`src/rtl/sa2_skew_feeder_pkg.sv`:
```
// sa2_skew_feeder_pkg: FSM encoding and the 2x2 array geometry the feeder skews for.
package sa2_skew_feeder_pkg;
  typedef enum logic [1:0] {S_IDLE, S_CLEAR, S_STREAM, S_DRAIN} state_t;
  localparam int SA_ROWS = 2;
  localparam int SA_COLS = 2;
  localparam int PE_HOP = 1;
  localparam int LANE1_SKEW = PE_HOP * (SA_ROWS - 1);
endpackage

```
`src/rtl/sa2_skew_feeder_skew_delay_line.sv`:
```
// skew_delay_line: DEPTH-stage register chain with synchronous clear; DEPTH=0 is a wire.
module skew_delay_line
  import sa2_skew_feeder_pkg::*;
#(
  parameter int W = 8,
  parameter int DEPTH = LANE1_SKEW
) (
  input  logic         clk,
  input  logic         clr,
  input  logic [W-1:0] d,
  output logic [W-1:0] q
);
  if (DEPTH == 0) begin : g_wire
    assign q = d;
  end else begin : g_reg
    logic [DEPTH*W-1:0] r_sr;
    always_ff @(posedge clk)
      r_sr <= clr ? '0 : (DEPTH*W)'({r_sr, d});
    assign q = r_sr[DEPTH*W-1 -: W];
  end
endmodule

```
`src/rtl/sa2_skew_feeder.sv`:
```
// sa2_skew_feeder: skews K-beat operand tiles into a 2x2 systolic array and flags the final result.
module sa2_skew_feeder
  import sa2_skew_feeder_pkg::*;
#(
  parameter int WIDTH = 8,
  parameter int K_MAX = 256,
  parameter int DRAIN_CYC = 3
) (
  input  logic                       clk,
  input  logic                       rst,
  input  logic                       start,
  input  logic                       in_valid,
  output logic                       in_ready,
  input  logic [2*WIDTH-1:0]         in_act,
  input  logic [2*WIDTH-1:0]         in_wt,
  input  logic                       in_last,
  output logic [2*WIDTH-1:0]         sa_activation,
  output logic [2*WIDTH-1:0]         sa_weight,
  output logic                       sa_control,
  output logic                       busy,
  output logic                       result_valid,
  output logic [$clog2(K_MAX+1)-1:0] beat_count,
  output logic                       overflow
);
  localparam int CW = $clog2(K_MAX + 1);
  localparam int DW = $clog2(DRAIN_CYC + 1);
  state_t r_state;
  logic [DW-1:0] r_drain;
  logic [CW-1:0] r_cnt;
  logic r_ovf, r_rv;
  logic [WIDTH-1:0] r_act0, r_act1, r_wt0, r_wt1, w_act1, w_wt1;
  logic w_acc, w_end, w_drain_done;
  assign w_acc = (r_state == S_STREAM) && in_valid;
  // Hitting K_MAX closes the tile exactly as an in_last would.
  assign w_end = w_acc && (in_last || r_cnt == CW'(K_MAX - 1));
  assign w_drain_done = (r_state == S_DRAIN) && (r_drain == DW'(DRAIN_CYC - 1));
  always_ff @(posedge clk) begin
    if (rst) begin
      r_state <= S_IDLE;
      r_drain <= '0;
      r_cnt   <= '0;
      r_ovf   <= 1'b0;
      r_rv    <= 1'b0;
      r_act0  <= '0;
      r_act1  <= '0;
      r_wt0   <= '0;
      r_wt1   <= '0;
    end else begin
      r_rv   <= w_drain_done;
      r_act0 <= w_acc ? in_act[2*WIDTH-1:WIDTH] : '0;
      r_act1 <= w_acc ? in_act[WIDTH-1:0] : '0;
      r_wt0  <= w_acc ? in_wt[2*WIDTH-1:WIDTH] : '0;
      r_wt1  <= w_acc ? in_wt[WIDTH-1:0] : '0;
      r_drain <= (r_state == S_DRAIN) ? r_drain + 1'b1 : '0;
      if (r_state == S_IDLE && start) begin
        r_cnt <= '0;
        r_ovf <= 1'b0;
      end else begin
        r_cnt <= (w_acc && r_cnt != CW'(K_MAX)) ? r_cnt + 1'b1 : r_cnt;
        r_ovf <= r_ovf | (w_end && !in_last);
      end
      case (r_state)
        S_IDLE:   r_state <= start ? S_CLEAR : S_IDLE;
        S_CLEAR:  r_state <= S_STREAM;
        S_STREAM: r_state <= w_end ? S_DRAIN : S_STREAM;
        default:  r_state <= w_drain_done ? S_IDLE : S_DRAIN;
      endcase
    end
  end
  skew_delay_line #(.W(WIDTH), .DEPTH(LANE1_SKEW)) u_act1 (
    .clk(clk), .clr(rst), .d(r_act1), .q(w_act1)
  );
  skew_delay_line #(.W(WIDTH), .DEPTH(LANE1_SKEW)) u_wt1 (
    .clk(clk), .clr(rst), .d(r_wt1), .q(w_wt1)
  );
  assign in_ready      = r_state == S_STREAM;
  assign sa_control    = (r_state == S_STREAM) || (r_state == S_DRAIN);
  assign busy          = r_state != S_IDLE;
  assign result_valid  = r_rv;
  assign beat_count    = r_cnt;
  assign overflow      = r_ovf;
  assign sa_activation = {r_act0, w_act1};
  assign sa_weight     = {r_wt0, w_wt1};
endmodule

```
`config.mk`:
```
export PLATFORM = sky130hd
export DESIGN_NAME = sa2_skew_feeder
export DESIGN_NICKNAME = d
export VERILOG_FILES = /design/src/rtl/sa2_skew_feeder_pkg.sv /design/src/rtl/sa2_skew_feeder_skew_delay_line.sv /design/src/rtl/sa2_skew_feeder.sv
export SDC_FILE = /design/constraint.sdc
export NUM_CORES = 1
export LEC_CHECK = 0
export ABC_AREA = 0
export CAP_MARGIN = 10
export CORE_ASPECT_RATIO = 0.6
export CORE_MARGIN = 4
export CORE_UTILIZATION = 42
export CTS_CLUSTER_SIZE = 14
export DETAILED_ROUTE_END_ITERATION = 10
export GPL_TIMING_DRIVEN = 0
export PLACE_DENSITY = 0.88
export SKIP_CTS_REPAIR_TIMING = 1
export SLEW_MARGIN = 25
export SYNTH_ARGS = -nofsm -noshare
export SYNTH_HDL_FRONTEND = slang
export SYNTH_HIERARCHICAL = 1
export SYNTH_SLANG_ARGS = --single-unit
```
`constraint.sdc`:
```
create_clock -name clk -period 2.05 [get_ports clk]
set_input_delay 0.615 -clock clk [delete_from_list [all_inputs] [get_ports clk]]
set_output_delay 0.615 -clock clk [all_outputs]
set_load 0.03 [all_outputs]
```
==> results.py, run 1 <==
metrics = {
    "outcome": {
        "status": "finished, final reports clean",
    },
    "final_layout": {
        "antenna_cells": 0,
        "nNetsFinal": 319,
        "final_layout_size_suffix_gt1_share_pct": 9.29,
        "fin_area_sq_um": 3240,
        "layoutNonFillerInstCount": 343,
        "area_grow_syn2layout_pct": 60.4,
        "fillers": 342,
    },
    "grt": {
        "grt_pass1_vias": 1416,
        "grt_antenna_before_repair": 0,
        "globalRouteOverflowTotal": 0,
        "track_usage_pct": 14.5,
        "grt_start_max_net_pins": 23,
        "wire_length_of_the_first_global_routing_pass_microns": 6480,
    },
    "floorplan": {
        "num_rows": 19,
        "chipWidth_microns": 97.5,
        "area_enclosed_by_the_die_boundary_sq_um": 6020,
        "floorplan.initialDensity_pct": 43.8,
        "core_sq_um": 4610,
        "dieHeight_microns": 61.7,
        "io_pins": 83,
    },
    "placement": {
        "detailed_place_hpwl_microns": 3140,
        "portBuffers": 82,
        "dpl_worst_slack_ns": -0.457,
        "post-place-cells": 327,
        "gp_routability_congestion": 0.808,
        "placedInstanceArea_sq_um": 2920,
    },
    "timing": {
        "report.final.hold_viol_count": 0,
        "rsz_0062_raised_after_global_routing": "no",
        "worst-slew-pin-transition_ns": 0.777,
        "layout_min_cycle_time_ns": 1.98,
        "finalClockSkew_ns": 0.0106,
        "layout_setup_ws_ns": 0.0722,
        "timing.fmax_mhz": 506,
        "final_min_period_over_clock_period_pct": 96.5,
        "finalMaxSlewViolations": 0,
        "timing.max_slew.rel_slack_pct": 48.1,
        "setup_tns_after_final_layout_ns": 0,
        "report.final.setup_viol": 0,
    },
    "synthesis": {
        "postSynthRegisterBits": 63,
        "netlist_area_sq_um": 2020,
        "yosys-top-cells-area": "sky130_fd_sc_hd__dfxtp_1 (62%), sky130_fd_sc_hd__and2_1 (10%), sky130_fd_sc_hd__nor2b_1 (5.0%)",
        "yosysTopAreaCellShare_pct": 62.4,
        "seq_area_frac_synth_pct": 62.4,
        "synthCells": 182,
        "syn_nets": 226,
        "synth_largest_area_cell": "sky130_fd_sc_hd__dfxtp_1",
        "avgSynthCellArea_sq_um": 11.1,
        "ys_types": 27,
        "ys_warnings": 6,
    },
    "power_and_ir_drop": {
        "worst_ir_drop_vdd_mv": 0.528,
        "p_leak_nw": 1.43,
        "powerDensity_nw_per_um2": 951,
        "design_power_total_mw": 3.08,
    },
    "worst_setup_path": {
        "timing.rr.start": "beat_count[0]",
        "worst_setup_path_startpoint": "r_state[0]",
        "critPathCaptureType": "primary output",
        "worstPathMaxFanout": 4,
        "timing.critical_path.from_type": "register",
        "worstSetupPathType": "reg -> out",
        "worstPathArrival_ns": 1.36,
        "critical_path_required_ns": 1.43,
    },
    "routing": {
        "detail_route.vias_per_cell": 4.36,
        "ant_nets": 0,
        "vias_post_dr": 1496,
        "remaining_drc_errors": 0,
        "routed_wire_length_per_instance_microns": 12.5,
        "drt_first_iter_violations": 35,
        "firstDrtPassIters": 4,
        "drt-total-wl_microns": 4300,
    },
    "min_path": {
        "hold_start": "r_drain[0]",
        "hp-class": "reg -> reg",
    },
    "clock_network": {
        "cts_sinks": 63,
        "cts_tree": "yes",
        "root_buffer": "sky130_fd_sc_hd__clkbuf_8",
        "clock_latency_ns": 0.32,
        "clock_tree.buffer_depth": 2,
        "cts-htree-levels": 3,
        "tritoncts.num_buffers": 9,
        "path_clk_slew_ns": 0.08,
    },
    "flow_run": {
        "maxCapViolCount": 0,
    },
}
==> synth_stat cells <==
cell type and instances:
sky130_fd_sc_hd__inv_2 1, sky130_fd_sc_hd__nand2_1 5, sky130_fd_sc_hd__or2_2 1, sky130_fd_sc_hd__a211oi_1 3, sky130_fd_sc_hd__xor2_1 2, sky130_fd_sc_hd__nor3_1 1, sky130_fd_sc_hd__nand3_1 2, sky130_fd_sc_hd__inv_1 8
sky130_fd_sc_hd__nor4_1 1, sky130_fd_sc_hd__mux2i_1 1, sky130_fd_sc_hd__clkbuf_1 4, sky130_fd_sc_hd__a2111oi_2 1, sky130_fd_sc_hd__or4_4 1, sky130_fd_sc_hd__and2_1 33, sky130_fd_sc_hd__o21ba_2 1, sky130_fd_sc_hd__nor4b_2 2
sky130_fd_sc_hd__xnor2_1 5, sky130_fd_sc_hd__a21o_1 1, sky130_fd_sc_hd__nand4_1 2, sky130_fd_sc_hd__nor2b_1 16, sky130_fd_sc_hd__a21oi_1 2, sky130_fd_sc_hd__nor2_1 16, sky130_fd_sc_hd__nand2b_1 1, sky130_fd_sc_hd__o21ai_0 1
sky130_fd_sc_hd__dfxtp_1 63, sky130_fd_sc_hd__a221oi_1 1, sky130_fd_sc_hd__ha_1 7
==> report_power, final <==
part           switching [mW]  total [mW]  internal [mW]  leakage [nW]
combinational           0.140       0.284          0.144         0.781
clock                   0.470        1.53           1.06         0.144
sequential             0.0137        1.27           1.26         0.509
==> state kept, by name, summed over array words and instances, names as in the netlist <==
signal	cells
u_act1/q	8
r_act0	8
result_valid	1
r_state	2
r_drain	2
beat_count	9
u_wt1/q	8
overflow	1
r_wt0	8
r_act1	8
r_wt1	8
==> stage by stage <==
stage / utilization [%] / hold slack (ns)
finish: 70.3 / 0.421
global route: 70.3 / 0.445
CTS: 69.6 / 0.424
detailed placement: 63.3 / 0.411
global placement: 63.3 / 0.402
floorplan: - / 0.392
==> final cells by class <==
| type | count | area, sq um | share of cell area [%] |
|---|---|---|---|
| Buffer | 4 | 15.0 | 0.463 |
| Sequential cell | 63 | 1260 | 38.9 |
| Timing Repair Buffer | 82 | 846 | 26.1 |
| Tap cell | 63 | 78.8 | 2.43 |
| Clock buffer | 9 | 124 | 3.82 |
| Clock inverter | 7 | 168 | 5.17 |
| Inverter | 9 | 33.8 | 1.04 |
| Multi-Input combinational cell | 106 | 716 | 22.1 |
==> routing by layer <==
layer	track usage, %	wire [microns]	vias up
li1	-	-	765
met1	15.4	1810	664
met2	23.8	1970	60
met3	8.81	470	7
met4	6.51	48	0
met5	0	0	-
==> cells by family after synthesis <==
logic type | Yosys count | synth area share, %
xor+xnor | 7 | 3.03
fa+ha+maj | 7 | 4.33
flops | 63 | 62.4
buf+inv | 13 | 2.41
simple gates | 81 | 23.4
mux | 1 | 0.495
compound gates | 10 | 3.90
==> worst paths after layout <==
check,to,slack (ns),cells past startpoint
worst min-delay path,r_drain[0],0.42,1
worst max register to register,beat_count[6],0.36,6
worst max-delay path,sa_control,0.07,4
worst min register to register,r_drain[0],0.42,1
==> cell usage in the layout, fill, tap and decap left out, drive strengths merged, types with 5 or more instances in the layout <==
cell type,n
inv,10
nor2,16
dfxtp,63
ha,7
bufinv,5
xnor2,5
dlymetal6s2s,12
and2,33
nor2b,16
clkbuf,13
nand2,5
clkdlybuf4s50,69
==> worst max-delay path, stage by stage (launching register included) <==
cell and delay [ns]:
sky130_fd_sc_hd__dfxtp_1 0.34, sky130_fd_sc_hd__inv_1 0.07, sky130_fd_sc_hd__ha_2 0.20, sky130_fd_sc_hd__or2_2 0.27, sky130_fd_sc_hd__buf_2 0.18
Power figures use the tool's default switching activity.
==> run 2: changes to the inputs <==
- CAP_MARGIN: 10 -> default
- PLACE_DENSITY: 0.88 -> 0.87
- SYNTH_HIERARCHICAL: 1 -> default
==> results.py, run 2 <==
metrics = {
    "worst_setup_path": {
        "worstPathArrival_ns": 1.42,
        "critical_path_required_ns": 1.43,
        "ff2ff_setup_slack_ns": 0.52,
        "critPathCaptureType": "primary output",
        "worstSetupPathType": "reg -> out",
        "timing.critical_path.from_type": "register",
        "r2r_cells": 5,
        "worst_setup_path_startpoint": "r_state[0]",
        "timing.rr.start": "r_state[0]",
        "reg_to_reg_critical_path_endpoint": "beat_count[7]",
        "worstPathMaxFanout": 8,
    },
    "power_and_ir_drop": {
        "worst_ir_drop_vdd_mv": 0.532,
        "p_leak_nw": 1.37,
        "powerDensity_nw_per_um2": 824,
        "design_power_total_mw": 2.61,
    },
    "timing": {
        "timing.max_slew.rel_slack_pct": 69.0,
        "finalMaxSlewViolations": 0,
        "finalClockSkew_ns": 0.00357,
        "worst-slew-pin-transition_ns": 0.466,
        "layout_setup_ws_ns": 0.0124,
        "final_min_period_over_clock_period_pct": 99.4,
        "report.final.setup_viol": 0,
        "layout_min_cycle_time_ns": 2.04,
        "timing.fmax_mhz": 491,
        "report.final.hold_viol_count": 0,
        "rsz_0062_raised_after_global_routing": "yes",
        "setup_tns_after_final_layout_ns": 0,
    },
    "placement": {
        "portBuffers": 82,
        "dpl_worst_slack_ns": -0.160,
        "gp_routability_congestion": 0.817,
        "detailed_place_hpwl_microns": 3280,
    },
    "synthesis": {
        "netlist_area_sq_um": 2050,
        "synthesized_area_fraction_occupied_by_xor_and_xnor_cells_pct": 0,
        "synth_edf_count": 0,
        "synth_top_flop_cell": "sky130_fd_sc_hd__dfxtp_1",
        "yosysTopAreaCellShare_pct": 61.5,
        "synthCells": 186,
        "synth_largest_area_cell": "sky130_fd_sc_hd__dfxtp_1",
        "synth-adder-area-share_pct": 4.27,
        "main_combinational_cell_family_by_area_after_synthesis": "simple AND/OR/NAND/NOR gates",
        "synth.most_common_cell": "sky130_fd_sc_hd__dfxtp_1",
        "seq_area_frac_synth_pct": 61.5,
        "postSynthRegisterBits": 63,
        "synth_simple_gate_area_share_pct": 23.3,
        "syn_nets": 230,
        "synth_compound_area_share_pct": 7.33,
        "synthArstFlopShare_pct": 0,
        "avgSynthCellArea_sq_um": 11.0,
        "yosys-top-cells-area": "sky130_fd_sc_hd__dfxtp_1 (62%), sky130_fd_sc_hd__and2_1 (9.8%), sky130_fd_sc_hd__nor2b_1 (4.9%)",
        "ys_types": 29,
        "synth_common_cells": "sky130_fd_sc_hd__dfxtp_1 (63), sky130_fd_sc_hd__and2_1 (32), sky130_fd_sc_hd__nor2b_1 (16), sky130_fd_sc_hd__inv_1 (8), sky130_fd_sc_hd__nand2_1 (8)",
        "synth.area.mux_share_pct": 0.977,
        "ys_warnings": 0,
    },
    "outcome": {
        "status": "finished, final reports clean",
    },
    "final_layout": {
        "multiInputGateArea_sq_um": 738,
        "final_layout_size_suffix_gt1_share_pct": 9.54,
        "largest_reg_flops": 9,
        "antenna_cells": 0,
        "nNetsFinal": 323,
        "fillers": 358,
        "final_common_cell": "sky130_fd_sc_hd__clkdlybuf4s50_1",
        "final_cell_mix": "sky130_fd_sc_hd__clkdlybuf4s50_1 (71), sky130_fd_sc_hd__dfxtp_1 (63), sky130_fd_sc_hd__and2_1 (32), sky130_fd_sc_hd__nor2b_1 (16), sky130_fd_sc_hd__clkbuf_8 (11)",
        "area_grow_syn2layout_pct": 54.3,
        "register_area_sq_um": 1260,
    },
    "floorplan": {
        "dieHeight_microns": 62.1,
        "core_sq_um": 4640,
        "area_enclosed_by_the_die_boundary_sq_um": 6100,
        "chipWidth_microns": 98.2,
        "io_pins": 83,
        "floorplan.initialDensity_pct": 44.2,
        "num_rows": 19,
    },
    "routing": {
        "drt-total-wl_microns": 4240,
        "routed_wire_length_per_instance_microns": 12.3,
        "drt_first_iter_violations": 28,
        "vias_post_dr": 1570,
        "detail_route.vias_per_cell": 4.54,
        "remaining_drc_errors": 0,
        "firstDrtPassIters": 4,
        "ant_nets": 0,
    },
    "grt": {
        "track_usage_pct": 14.6,
        "grt_pass1_vias": 1497,
        "grt_start_max_net_pins": 11,
        "globalRouteOverflowTotal": 0,
        "wire_length_of_the_first_global_routing_pass_microns": 7010,
        "grt_antenna_before_repair": 0,
    },
    "min_path": {
        "hold-path-endpoint": "r_drain[0]",
        "timing.hold.worst_path_depth": 1,
        "hold_start": "r_drain[0]",
        "hp-class": "reg -> reg",
    },
    "clock_network": {
        "cts-htree-levels": 3,
        "path_clk_slew_ns": 0.06,
        "clock_tree.buffer_depth": 2,
        "clock_latency_ns": 0.32,
        "cts_sinks": 63,
        "tritoncts.num_buffers": 9,
        "cts_tree": "yes",
        "root_buffer": "sky130_fd_sc_hd__clkbuf_8",
    },
    "flow_run": {
        "maxCapViolCount": 0,
    },
}
## run 2: how the worst max path moves through the flow
stage	endpoint	slack (ns)	depth (start not counted)
2_1_floorplan	sa_control	0.29	3
3_3_place_gp	sa_control	-0.13	4
3_5_place_dp	sa_control	-0.16	4
4_1_cts	sa_control	-0.51	4
5_1_grt	sa_control	-0.06	4
6_report	sa_control	0.01	4
## run 2: worst max-delay path, cell delays in order (launching register included)
cell,delay [ns]
sky130_fd_sc_hd__dfxtp_1,0.33
sky130_fd_sc_hd__inv_1,0.06
sky130_fd_sc_hd__ha_2,0.24
sky130_fd_sc_hd__or2_2,0.29
sky130_fd_sc_hd__buf_2,0.18
## run 2: cell families (layout without fill, tap and decap cells)
family / after synthesis / after routing
AND/OR/NAND/NOR: 79 / 79
flip-flops: 63 / 63
AO/OA/AOI/OAI: 22 / 22
buffers and inverters: 13 / 110
adder cells (fa/ha/maj): 7 / 7
multiplexers: 2 / 2
## run 2: layout make-up
type	count	share of cell area, %
tap	63	2.49
sequential	63	39.9
multi-input combinational	110	23.3
buffer	5	0.712
inverter	8	0.950
clock buffer	12	4.91
clock inverter	3	1.35
timing repair buffer	82	26.4
## run 2: power breakdown
| group | total, mW | leakage [nW] | internal (mW) | switching (mW) |
|---|---|---|---|---|
| combinational | 0.296 | 0.764 | 0.143 | 0.153 |
| sequential | 1.27 | 0.509 | 1.26 | 0.0113 |
| clock | 1.04 | 0.0985 | 0.619 | 0.423 |
## run 2: routing by layer
layer / part of all wire [%] / track usage (%)
met5: 0 / 0
met4: 1.1 / 5.11
met3: 12 / 8.72
met2: 44 / 22.5
met1: 43 / 16.9
## run 2: through the flow
step	std cells	util [%]	area, sq um	hold slack (ns)
after global routing	346	68.2	3160	0.450
final	346	68.2	3160	0.410
after detailed placement	331	63.6	2950	0.404
after global placement	331	63.6	2950	0.399
after floorplan	186	-	2050	0.392
after CTS	346	67.9	3150	0.413
==> run 3: changes to the inputs <==
- clock period: 2.05 -> 1.93 ns (I/O delays scaled with it)
==> results.py, run 3 (synthesis results as in run 2) <==
metrics = {
    "outcome": {
        "status": "complete, but fails checks",
        "failed_checks": "negative setup slack",
    },
    "grt": {
        "globalRouteOverflowTotal": 0,
        "grt_pass1_vias": 1497,
        "grt_util_met2_pct": 22.5,
        "use_met1_pct": 16.9,
        "wire_length_of_the_first_global_routing_pass_microns": 7010,
        "grt_antenna_before_repair": 0,
        "grt_start_max_net_pins": 11,
        "track_usage_pct": 14.6,
        "grt-busiest-layer": "met2",
        "grt.met3_usage_pct": 8.72,
    },
    "worst_setup_path": {
        "critical_path_buf_inv_count": 2,
        "worstPathMaxFanout": 8,
        "timing.critical_path.from_type": "register",
        "reg_to_reg_critical_path_endpoint": "beat_count[7]",
        "timing.rr.start": "r_state[0]",
        "critPathCaptureType": "primary output",
        "critical_path.max_stage_delay_ns": 0.34,
        "slowest_stage": "sky130_fd_sc_hd__dfxtp_1",
        "ff2ff_setup_slack_ns": 0.41,
        "cells_traversed_along_the_worst_timing_path": "inv_1 -> ha_2 -> or2_2 -> buf_2",
        "worstSetupPathType": "reg -> out",
        "worstPathArrival_ns": 1.43,
        "r2r_cells": 5,
        "critical_path_required_ns": 1.35,
        "critical_path.top_delay_family": "flip-flops",
    },
    "min_path": {
        "timing.hold.worst_path_depth": 1,
        "hold_start": "r_drain[0]",
        "hold-path-endpoint": "r_drain[0]",
        "hp-class": "reg -> reg",
    },
    "routing": {
        "firstDrtPassIters": 4,
        "detail_route.vias_per_cell": 4.54,
        "remaining_drc_errors": 0,
        "routed_wire_length_per_instance_microns": 12.3,
        "ant_nets": 0,
        "vias_post_dr": 1570,
        "drt-total-wl_microns": 4270,
        "drt_first_iter_violations": 35,
    },
    "clock_network": {
        "cts_tree": "yes",
        "root_buffer": "sky130_fd_sc_hd__clkbuf_8",
        "clock_latency_ns": 0.32,
        "path_clk_slew_ns": 0.06,
        "tritoncts.num_buffers": 9,
        "cts-htree-levels": 3,
        "clock_tree.buffer_depth": 2,
        "cts_sinks": 63,
    },
    "power_and_ir_drop": {
        "cell_internal_power_mw": 2.14,
        "worst_ir_drop_vdd_mv": 0.566,
        "p_comb_share_pct": 11.2,
        "design_power_total_mw": 2.77,
        "power_frac_clock_pct": 40.2,
        "p_leak_nw": 1.60,
        "netSwitchingPower_uw": 631,
        "power.switching_fraction_pct": 22.8,
        "power_frac_seq_pct": 48.6,
        "powerDensity_nw_per_um2": 869,
    },
    "timing": {
        "finalMaxSlewViolations": 0,
        "setup_tns_after_final_layout_ns": -0.0837,
        "worst-slew-pin-transition_ns": 0.476,
        "layout_setup_ws_ns": -0.0837,
        "report.final.setup_viol": 1,
        "layout_min_cycle_time_ns": 2.01,
        "report.final.hold_viol_count": 0,
        "final_min_period_over_clock_period_pct": 104,
        "timing.fmax_mhz": 497,
        "rsz_0062_raised_after_global_routing": "yes",
        "timing.max_slew.rel_slack_pct": 68.3,
        "finalClockSkew_ns": 0.00547,
    },
    "placement": {
        "gp_routability_congestion": 0.817,
        "portBuffers": 82,
        "dpl_worst_slack_ns": -0.244,
        "placedInstanceArea_sq_um": 2950,
        "detailed_place_hpwl_microns": 3280,
    },
    "final_layout": {
        "fillers": 360,
        "largest_reg_flops": 9,
        "area_grow_syn2layout_pct": 55.5,
        "final_cell_mix": "sky130_fd_sc_hd__dfxtp_1 (63), sky130_fd_sc_hd__clkdlybuf4s50_1 (58), sky130_fd_sc_hd__and2_1 (32), sky130_fd_sc_hd__dlymetal6s2s_1 (21), sky130_fd_sc_hd__nor2b_1 (16)",
        "nNetsFinal": 323,
        "fin_area_sq_um": 3190,
        "final_common_cell": "sky130_fd_sc_hd__dfxtp_1",
        "final_core_util_pct": 68.7,
        "final_layout_size_suffix_gt1_share_pct": 9.89,
        "antenna_cells": 0,
    },
    "flow_run": {
        "maxCapViolCount": 0,
    },
    "floorplan": {
        "floorplan.initialDensity_pct": 44.2,
        "dieHeight_microns": 62.1,
        "area_enclosed_by_the_die_boundary_sq_um": 6100,
        "core_sq_um": 4640,
        "chipWidth_microns": 98.2,
        "num_rows": 19,
        "io_pins": 83,
    },
}
-- run 3: cell types whose count changed in the layout (fill, tap and decap cells not counted) --
cell,change
sky130_fd_sc_hd__clkbuf_2,+1
sky130_fd_sc_hd__clkdlybuf4s50_1,-13
sky130_fd_sc_hd__dlymetal6s2s_1,+12
-- run 3: per-layer routing --
layer | up-vias | share of wire, % | wire length (microns)
met1 | 707 | 44 | 1870
met3 | 7 | 11 | 459
li1 | 801 | - | -
met5 | - | 0 | 0
met2 | 55 | 44 | 1900
met4 | 0 | 1.1 | 46
-- run 3: worst max-delay path by stage --
stage,start,endpoint,slack [ns],cells past startpoint
finish,r_state[0],sa_control,-0.08,4
global route,r_state[0],sa_control,-0.15,4
CTS,r_state[0],sa_control,-0.60,4
detailed placement,r_state[0],sa_control,-0.24,4
global placement,r_state[0],sa_control,-0.21,4
floorplan,r_state[0],sa_control,0.20,3
-- run 3: layout make-up --
type                            instances  area (sq um)  share of cell area (%)
Buffer                                  5          22.5                   0.707
Clock buffer                           12           155                    4.87
Clock inverter                          3          42.5                    1.33
Inverter                                8          30.0                   0.942
Multi-Input combinational cell        110           738                    23.2
Sequential cell                        63          1260                    39.6
Tap cell                               63          78.8                    2.47
Timing Repair Buffer                   82           858                    26.9
-- run 3: stage by stage --
| step | hold WS (ns) | std cells |
|---|---|---|
| finish | 0.410 | 346 |
| global placement | 0.399 | 331 |
| CTS | 0.413 | 346 |
| detailed placement | 0.404 | 331 |
| floorplan | 0.392 | 186 |
| global route | 0.450 | 346 |
-- run 3: power groups by stage --
stage,sequential (mW),clock (mW),combinational (mW)
after detailed placement,1.38,0,0.325
after global routing,1.35,1.19,0.339
after floorplan,1.41,0,0.128
after CTS,1.35,1.14,0.326
after global placement,1.37,0,0.319
final,1.35,1.11,0.310
